`config.mk`:
```
export PLATFORM = sky130hd
export DESIGN_NAME = pipelined_prefix_adder_flat
export DESIGN_NICKNAME = d
export VERILOG_FILES = /design/src/rtl/pipelined_prefix_adder_if.sv /design/src/rtl/pipelined_prefix_adder.sv /design/src/flat_wrapper.sv
export SDC_FILE = /design/constraint.sdc
export NUM_CORES = 1
export LEC_CHECK = 0
export ABC_CLOCK_PERIOD_IN_PS = 1960
export CAP_MARGIN = 20
export CORE_ASPECT_RATIO = 1.1
export CORE_MARGIN = 2
export CORE_UTILIZATION = 45
export DETAILED_ROUTE_END_ITERATION = 8
export PLACE_DENSITY = 0.72
export SYNTH_ARGS = -nofsm -noshare
export SYNTH_HDL_FRONTEND = slang
export SYNTH_SLANG_ARGS = --single-unit
```
`constraint.sdc`:
```
create_clock -name clk -period 1.96 [get_ports clk]
set_clock_uncertainty 0.05 [all_clocks]
set_input_delay 0.196 -clock clk [delete_from_list [all_inputs] [get_ports clk]]
set_output_delay 0.196 -clock clk [all_outputs]
set_load 0.05 [all_outputs]
```
`src/rtl/pipelined_prefix_adder_if.sv`:
```
// Handshaked operand/result bundle for the pipelined prefix adder.
// master = producer/consumer side, slave = the adder.
interface pipelined_prefix_adder_if #(
    parameter int WIDTH = 32
);
    logic             in_valid;
    logic             in_ready;
    logic [WIDTH-1:0] a;
    logic [WIDTH-1:0] b;
    logic             cin;
    logic             sub;
    logic             out_valid;
    logic             out_ready;
    logic [WIDTH-1:0] sum;
    logic             cout;
    logic             ovf;
    logic             zero;

    modport master (
        output in_valid, a, b, cin, sub, out_ready,
        input  in_ready, out_valid, sum, cout, ovf, zero
    );

    modport slave (
        input  in_valid, a, b, cin, sub, out_ready,
        output in_ready, out_valid, sum, cout, ovf, zero
    );
endinterface

```
`src/rtl/pipelined_prefix_adder.sv`:
```
// Pipelined Kogge-Stone adder/subtractor with valid/ready handshake and a global stall.
// Internal pipeline registers sit before evenly spaced prefix levels; the last stage is the output register.
module pipelined_prefix_adder #(
    parameter int WIDTH       = 32,
    parameter int PIPE_STAGES = 2
) (
    input  logic                    clk,
    input  logic                    rst,
    pipelined_prefix_adder_if.slave bus
);
    localparam int unsigned LEVELS = $clog2(WIDTH);
    localparam int unsigned STAGES = PIPE_STAGES;
    localparam int unsigned W      = WIDTH;

    // A register sits in front of prefix level lvl when some internal boundary j maps onto it.
    function automatic bit is_boundary(input int unsigned lvl);
        bit hit;
        hit = 1'b0;
        for (int unsigned j = 1; j < STAGES; j++) begin
            if ((j * LEVELS) / STAGES == lvl) hit = 1'b1;
        end
        return hit;
    endfunction

    logic             stall;
    logic [WIDTH-1:0] b_eff;
    logic             c0;
    logic [WIDTH-1:0] pre_g;
    logic [WIDTH-1:0] pre_p;

    assign stall        = bus.out_valid & ~bus.out_ready;
    assign bus.in_ready = ~stall;

    // Carry-in is folded into bit 0's generate so the prefix G of bit i is the carry out of bit i.
    always_comb begin
        b_eff    = bus.sub ? ~bus.b : bus.b;
        c0       = bus.sub | bus.cin;
        pre_p    = bus.a ^ b_eff;
        pre_g    = bus.a & b_eff;
        pre_g[0] = pre_g[0] | (pre_p[0] & c0);
    end

    for (genvar k = 0; k < LEVELS; k++) begin : g_level
        logic [WIDTH-1:0] g_in, p_in, p0_in;
        logic             c0_in, v_in;
        logic [WIDTH-1:0] g_st, p_st, p0_st;
        logic             c0_st, v_st;
        logic [WIDTH-1:0] g_nx;

        if (k == 0) begin : g_src
            assign g_in  = pre_g;
            assign p_in  = pre_p;
            assign p0_in = pre_p;
            assign c0_in = c0;
            assign v_in  = bus.in_valid;
        end else begin : g_src
            assign g_in  = g_level[k-1].g_nx;
            assign p_in  = g_level[k-1].g_pnext.p_nx;
            assign p0_in = g_level[k-1].p0_st;
            assign c0_in = g_level[k-1].c0_st;
            assign v_in  = g_level[k-1].v_st;
        end

        if (is_boundary(k)) begin : g_reg
            logic [WIDTH-1:0] g_d, g_q, p_d, p_q, p0_d, p0_q;
            logic             c0_d, c0_q, v_d, v_q;

            always_comb begin
                if (stall) begin
                    {g_d, p_d, p0_d, c0_d, v_d} = {g_q, p_q, p0_q, c0_q, v_q};
                end else begin
                    {g_d, p_d, p0_d, c0_d, v_d} = {g_in, p_in, p0_in, c0_in, v_in};
                end
            end

            always_ff @(posedge clk) begin
                if (rst) begin
                    g_q  <= '0;
                    p_q  <= '0;
                    p0_q <= '0;
                    c0_q <= 1'b0;
                    v_q  <= 1'b0;
                end else begin
                    g_q  <= g_d;
                    p_q  <= p_d;
                    p0_q <= p0_d;
                    c0_q <= c0_d;
                    v_q  <= v_d;
                end
            end

            assign {g_st, p_st, p0_st, c0_st, v_st} = {g_q, p_q, p0_q, c0_q, v_q};
        end else begin : g_pass
            assign {g_st, p_st, p0_st, c0_st, v_st} = {g_in, p_in, p0_in, c0_in, v_in};
        end

        localparam int unsigned DIST = 32'd1 << k;

        always_comb begin
            g_nx = g_st;
            for (int unsigned i = DIST; i < W; i++) begin
                g_nx[i] = g_st[i] | (p_st[i] & g_st[i - DIST]);
            end
        end

        // Group propagate is not needed past the final level.
        if (k + 1 < LEVELS) begin : g_pnext
            logic [WIDTH-1:0] p_nx;
            always_comb begin
                p_nx = p_st;
                for (int unsigned i = DIST; i < W; i++) begin
                    p_nx[i] = p_st[i] & p_st[i - DIST];
                end
            end
        end
    end

    logic [WIDTH-1:0] fin_g, fin_p0, carry, res_sum;
    logic             fin_c0, fin_v, res_cout, res_ovf;

    assign fin_g  = g_level[LEVELS-1].g_nx;
    assign fin_p0 = g_level[LEVELS-1].p0_st;
    assign fin_c0 = g_level[LEVELS-1].c0_st;
    assign fin_v  = g_level[LEVELS-1].v_st;

    logic [WIDTH-1:0] sum_d, sum_q;
    logic             cout_d, cout_q, ovf_d, ovf_q, zero_d, zero_q;
    logic             out_valid_d, out_valid_q;

    always_comb begin
        carry    = {fin_g[WIDTH-2:0], fin_c0};
        res_sum  = fin_p0 ^ carry;
        res_cout = fin_g[WIDTH-1];
        res_ovf  = carry[WIDTH-1] ^ res_cout;

        sum_d       = sum_q;
        cout_d      = cout_q;
        ovf_d       = ovf_q;
        zero_d      = zero_q;
        out_valid_d = out_valid_q;
        if (!stall) begin
            sum_d       = res_sum;
            cout_d      = res_cout;
            ovf_d       = res_ovf;
            zero_d      = ~|res_sum;
            out_valid_d = fin_v;
        end
    end

    always_ff @(posedge clk) begin
        if (rst) begin
            sum_q       <= '0;
            cout_q      <= 1'b0;
            ovf_q       <= 1'b0;
            zero_q      <= 1'b0;
            out_valid_q <= 1'b0;
        end else begin
            sum_q       <= sum_d;
            cout_q      <= cout_d;
            ovf_q       <= ovf_d;
            zero_q      <= zero_d;
            out_valid_q <= out_valid_d;
        end
    end

    assign bus.sum       = sum_q;
    assign bus.cout      = cout_q;
    assign bus.ovf       = ovf_q;
    assign bus.zero      = zero_q;
    assign bus.out_valid = out_valid_q;
endmodule
```
`src/flat_wrapper.sv`:
```
// flat-port wrapper written by rule: the top's interface ports become plain ports
module pipelined_prefix_adder_flat 
#(
    parameter int WIDTH       = 32,
    parameter int PIPE_STAGES = 2
)
  (clk, rst, bus_in_valid, bus_a, bus_b, bus_cin, bus_sub, bus_out_ready, bus_in_ready, bus_out_valid, bus_sum, bus_cout, bus_ovf, bus_zero);
  pipelined_prefix_adder_if #(.WIDTH(WIDTH)) bus_i ();
  input  logic clk;
  input  logic rst;
  input wire logic [$bits(bus_i.in_valid)-1:0] bus_in_valid;
  input wire logic [$bits(bus_i.a)-1:0] bus_a;
  input wire logic [$bits(bus_i.b)-1:0] bus_b;
  input wire logic [$bits(bus_i.cin)-1:0] bus_cin;
  input wire logic [$bits(bus_i.sub)-1:0] bus_sub;
  input wire logic [$bits(bus_i.out_ready)-1:0] bus_out_ready;
  output wire logic [$bits(bus_i.in_ready)-1:0] bus_in_ready;
  output wire logic [$bits(bus_i.out_valid)-1:0] bus_out_valid;
  output wire logic [$bits(bus_i.sum)-1:0] bus_sum;
  output wire logic [$bits(bus_i.cout)-1:0] bus_cout;
  output wire logic [$bits(bus_i.ovf)-1:0] bus_ovf;
  output wire logic [$bits(bus_i.zero)-1:0] bus_zero;
  assign bus_i.in_valid = bus_in_valid;
  assign bus_i.a = bus_a;
  assign bus_i.b = bus_b;
  assign bus_i.cin = bus_cin;
  assign bus_i.sub = bus_sub;
  assign bus_i.out_ready = bus_out_ready;
  assign bus_in_ready = bus_i.in_ready;
  assign bus_out_valid = bus_i.out_valid;
  assign bus_sum = bus_i.sum;
  assign bus_cout = bus_i.cout;
  assign bus_ovf = bus_i.ovf;
  assign bus_zero = bus_i.zero;
  pipelined_prefix_adder #(.WIDTH(WIDTH), .PIPE_STAGES(PIPE_STAGES)) u_core (.clk(clk), .rst(rst), .bus(bus_i));
endmodule
```
# Yosys cells after proc, flatten, opt, wreduce, memory -nomap -nowiden
# Cells that the tools add are included.
op_classes:
  mux: 1
  n_reduce_logical: 2
  bitwise: 370
ops:
  columns: ["op", "n"]
  rows:
  - ["$and A1 B1 Y1", 232]
  - ["$or A1 B1 Y1", 131]
  - ["$xor A32 B32 Y32", 2]
  - ["$and A32 B32 Y32", 1]
  - ["$mux W32", 1]
  - ["$not A32 Y32", 1]
  - ["$reduce_or A32 Y1", 1]
  - ["$not A1 Y1", 2]
  - ["$logic_not A1 Y1", 1]
  - ["$xor A1 B1 Y1", 1]
word_totals:
  input_bits: 70
  reg_bits: 134

# Logic depth before layout (Yosys ltp)
depth:
  depth_word: 9
  ltp_mapped: 10
  ltp_nobuf: 8

# Worst setup path after synthesis
# Ideal clock, no wire load.
synth_path:
  path_kind: "register to register"
  start: "register u_core.out_valid_q, in the netlist u_core.bus.out_valid"
  end: "register u_core.sum_q[31], in the netlist u_core.bus.sum[31]"
  arrival_ns: 2.081
  period_less_slack_ns: 2.201
  path_slack_ns: -0.241
  n_path_buf: 3
  setup_time_ns: 0.070
  t_required_ns: 1.840
  stages_incl_launch_ff: 8
  cell_sequence: "dfxtp_1 -> nor2b_1 -> clkbuf_1 -> inv_2 -> clkbuf_1 -> clkbuf_1 -> nand2_1 -> a21oi_1"
synth_between:
  elab_chain_cells: 1
synth_lines:
  columns: ["item", "line_no", "rtl"]
  rows:
  - ["start, declared", "pipelined_prefix_adder.sv:128", "logic out_valid_d, out_valid_q;"]
  - ["start signal, assigned", "pipelined_prefix_adder.sv:162", "out_valid_q <= out_valid_d;"]
  - ["$and A1 B1 Y1", "pipelined_prefix_adder.sv:31", "assign stall = bus.out_valid & ~bus.out_ready;"]
  - ["end signal, assigned", "pipelined_prefix_adder.sv:158", "sum_q <= sum_d;"]
  - ["end, declared", "pipelined_prefix_adder.sv:126", "logic [WIDTH-1:0] sum_d, sum_q;"]
# No other way between the ends.
# A chain may end at the register's enable or synchronous reset.

# Worst setup path in the final report
layout_path:
  start: "register u_core.g_level[2].g_reg.p_q[6]"
  end: "register u_core.zero_q, in the netlist u_core.bus.zero"
layout_between:
  elab_chain_cells: 9
layout_lines:
  columns: ["item", "line_no", "rtl"]
  rows:
  - ["start, declared", "pipelined_prefix_adder.sv:65", "logic [WIDTH-1:0] g_d, g_q, p_d, p_q, p0_d, p0_q;"]
  - ["start signal, assigned", "pipelined_prefix_adder.sv:85", "p_q <= p_d;"]
  - ["$and A1 B1 Y1", "pipelined_prefix_adder.sv:102", "g_nx[i] = g_st[i] | (p_st[i] & g_st[i - DIST]);"]
  - ["$or A1 B1 Y1", "pipelined_prefix_adder.sv:102", null]
  - ["$and A1 B1 Y1", "pipelined_prefix_adder.sv:102", null]
  - ["$or A1 B1 Y1", "pipelined_prefix_adder.sv:102", null]
  - ["$and A1 B1 Y1", "pipelined_prefix_adder.sv:102", null]
  - ["$or A1 B1 Y1", "pipelined_prefix_adder.sv:102", null]
  - ["$xor A32 B32 Y32 (*)", "pipelined_prefix_adder.sv:132", "res_sum = fin_p0 ^ carry;"]
  - ["$reduce_or A32 Y1 (*)", "pipelined_prefix_adder.sv:145", "zero_d = ~|res_sum;"]
  - ["$logic_not A1 Y1 (*)", "pipelined_prefix_adder.sv:145", null]
  - ["end signal, assigned", "pipelined_prefix_adder.sv:161", "zero_q <= zero_d;"]
  - ["end, declared", "pipelined_prefix_adder.sv:127", "logic cout_d, cout_q, ovf_d, ovf_q, zero_d, zero_q;"]
# Mark *: on every way between the ends. The rest lies on a longest branch, timed or not.

==> metrics.md <==
| Metric | Value |
|---|---|
| Dpl ws | -375 ps |
| Reg clk slew, reported paths | 50 ps |
| Vias | a little under 6000 |
| Row Count | 45 |
| Worst Setup End Kind | flip-flop |
| Failing checks | setup timing |
| Clk sinks | between 100 and 150 |
| Die Wd | between 100 and 150 um |
| Starting Density | 0.456 |
| Reg2reg path depth | 9 |
| Area occupied by multi-input gates | around 3600 um^2 |
| Final wirelength | 16400 um |
| Crit path max fanout | 2 |
| Final slew viol count | 0 |
| Critical Path Start Type | flip-flop |
| Overflow left after global routing | 0 |
| N_diodes | 0 |
| Synth async-reset ratio | 0 |
| Fraction of layout cells with a size suffix above 1 | 0.133 |
| RSZ-0062 raised after global routing | yes |
| Synth unique cells | 36 |
| Worst Setup Slack, final | -285 ps |
| Synth Net Count | a little under 900 |
| Hold Vio Cnt, Final | 0 |
| Synth area leader | dfxtp_1 |
| ANT nets after route | 0 |
| Data arrival time of the worst path | around 2500 ps |
| # IOs | around 110 |
| Hpwl dp | around 11000 um |
| Top FF cell, synth | dfxtp_1 |
| M1 WL | between 7000 and 8000 um |
| CP Class | flip-flop to flip-flop |
| I/O Buffers | ~110 |
| Synth Cell Area | 6220 um^2 |
| Met2 routed wirelength | between 7000 and 8000 um |
| CTS Root Cell | clkbuf_16 |
| Hold slack final | between 200 and 250 ps |
| Count leader, synth | dfxtp_1 |
| Post-synth EDFFs | 0 |
| Final Wtd Congestion | between 0.8 and 0.9 |
| Final setup vio count | 4 |
| Top layer in use | met4 |
| Synth area leaders | dfxtp_1, a21oi_1, nand2_1 |
| Gr usage total | 0.226 |
| Cell Pwr Density | between 900 and 1000 nW/um^2 |
| Final nets | between 1000 and 1500 |
| Initial antenna violation count | 0 |
| Sequential area share after synthesis | 0.419 |
| Synth top area share | 0.419 |
| Synthesized instance count | 785 |
| Wire length per cell | ~15 um |
| Hold Path Class | input port to flip-flop |
| Yosys warns | 0 |
| Area Growth Syn to Fin | 37.4% |
| Pre-Repair DR Iteration Count | 5 |
| Wire length on met3 | ~710 um |
| CTS hold repair buffers | 0 |
| Top cells by count, synth | dfxtp_1, nand2_1, a21oi_1 |
| Worst-Margin Slew | between 500 and 600 ps |
| Vias in the first global route | approximately 5600 |
| Clock Latency Late Sink | between 400 and 500 ps |
| Vias/cell | approximately 5.3 |
| Peak supply drop | 632 uV |
| Register Area | between 2000 and 3000 um^2 |
| Max-cap violations | 0 |
| TritonCTS Buffers | 17 |
| Worst endpoint required time | 2240 ps |
| TNS Setup | -403 ps |
| First-pass GRT wire length | 26700 um |
| Die ar. | approximately 15000 um^2 |
| Syn avg cell area | just under 8 um^2 |
| DRC violations left | 0 |
| FILL cells | roughly 1200 |
| Initial DRC count | roughly 490 |
| Largest net degree at the start of global routing | 131 |
| Period utilization | 1.15 |
| CTS tree | yes |
| #FFs+latches synth | 130 |
| Maximum clock rate | around 450 MHz |
| LEAKAGE | ~0.0035 uW |
| Clock buffer depth | 2 |
| CTS H-Tree Depth | 4 |
| Die Ht | about 130 um |
| Final Critical Period | between 2000 and 2500 ps |
| Outcome | complete, but fails checks |
| Slew margin rel. | 0.609 |
| Hold path depth | 4 |
| Core ar. | 13600 um^2 |
[state kept, by name, indices dropped and copies added (netlist names)]
| name | cells |
|---|---|
| u_core.bus.sum | 32 |
| u_core.fin_p0 | 32 |
| u_core.g_level.g_reg.g_q | 32 |
| u_core.g_level.g_reg.p_q | 28 |
| u_core.bus.cout | 1 |
| u_core.bus.out_valid | 1 |
| u_core.bus.ovf | 1 |
| u_core.bus.zero | 1 |
| u_core.fin_c0 | 1 |
| u_core.fin_v | 1 |
[worst paths after layout]
check | from | endpoint | slack (ps)
worst max-delay path | u_core.g_level[2].g_reg.p_q[6] | u_core.bus.zero | -280
worst min-delay path | bus_sub | u_core.fin_c0 | 220
worst max register to register | u_core.g_level[2].g_reg.p_q[6] | u_core.bus.zero | -280
worst min register to register | u_core.bus.sum[8] | u_core.bus.sum[8] | 400
[cells in the final DEF, fill, tap and decap left out, drive strengths merged, types with 2 or more instances in the layout]
| cell type | instances |
|---|---|
| ha | 32 |
| nor3 | 29 |
| nor2b | 3 |
| or2 | 2 |
| bufinv | 2 |
| o211ai | 28 |
| clkdlybuf4s50 | 103 |
| dfxtp | 130 |
| a21oi | 126 |
| clkbuf | 22 |
| a211oi | 10 |
| a21o | 9 |
| nand4b | 2 |
| xor2 | 44 |
| clkinv | 4 |
| buf | 53 |
| a32oi | 4 |
| o21ai | 30 |
| o21bai | 3 |
| nor2 | 105 |
| nor4 | 3 |
| nand4 | 4 |
| nand2 | 129 |
| xnor2 | 21 |
| nand3 | 7 |
| inv | 5 |
[area by class of cell]
type,count,share of cell area
sequential,130,0.306
clock buffer,22,0.0555
inverter,6,0.00278
multi-input combinational,602,0.427
timing repair buffer,156,0.172
tap,188,0.0275
clock inverter,6,0.00967
[report_power, final]
| part | switching (uW) | internal (uW) | total [uW] |
|---|---|---|---|
| logic | 1320 | 1010 | 2330 |
| registers | 205 | 2920 | 3130 |
| clock network | 1090 | 1930 | 3030 |
[routing by layer]
metal  global-route usage  up-vias
met3               0.0394       30
met2                0.369      172
li1                     -     2956
met1                0.298     2774
met4               0.0861        0
met5                    0        -
[timing repair]
action | CTS | global route
pin swaps | 11 | 20
setup endpoints to repair | 8 | 9
buffers inserted | 2 | 1
gates resized for setup | 22 | 22
[through the flow]
step / cell area (um^2) / util / power (uW) / std cells
4_1_cts: 8430 / 0.619 / 8440 / 1110
2_1_floorplan: 6220 / - / 4490 / 785
5_1_grt: 8540 / 0.627 / 8850 / 1110
3_3_place_gp: 7740 / 0.568 / 5340 / 1081
3_5_place_dp: 7740 / 0.568 / 5360 / 1081
6_report: 8540 / 0.627 / 8490 / 1110
[logic make-up after synthesis]
kind of cell,count (synthesis),synth area share
AO/OA/AOI/OAI,215,0.200
adder cells (fa/ha/maj),32,0.0644
AND/OR/NAND/NOR,290,0.193
buffers and inverters,53,0.0320
flip-flops,130,0.419
XOR/XNOR,65,0.0916
[worst max-delay path: stages, from the launching register on]
cell      delay (ps)
dfxtp_2          310
a21o_1           220
buf_6            140
nand4_1          110
a41oi_2          160
a21o_1           270
xor2_2           210
nor4b_2          270
nand4b_1         170
o31ai_2          230
Note: power is estimated with default switching activity, not from simulation.
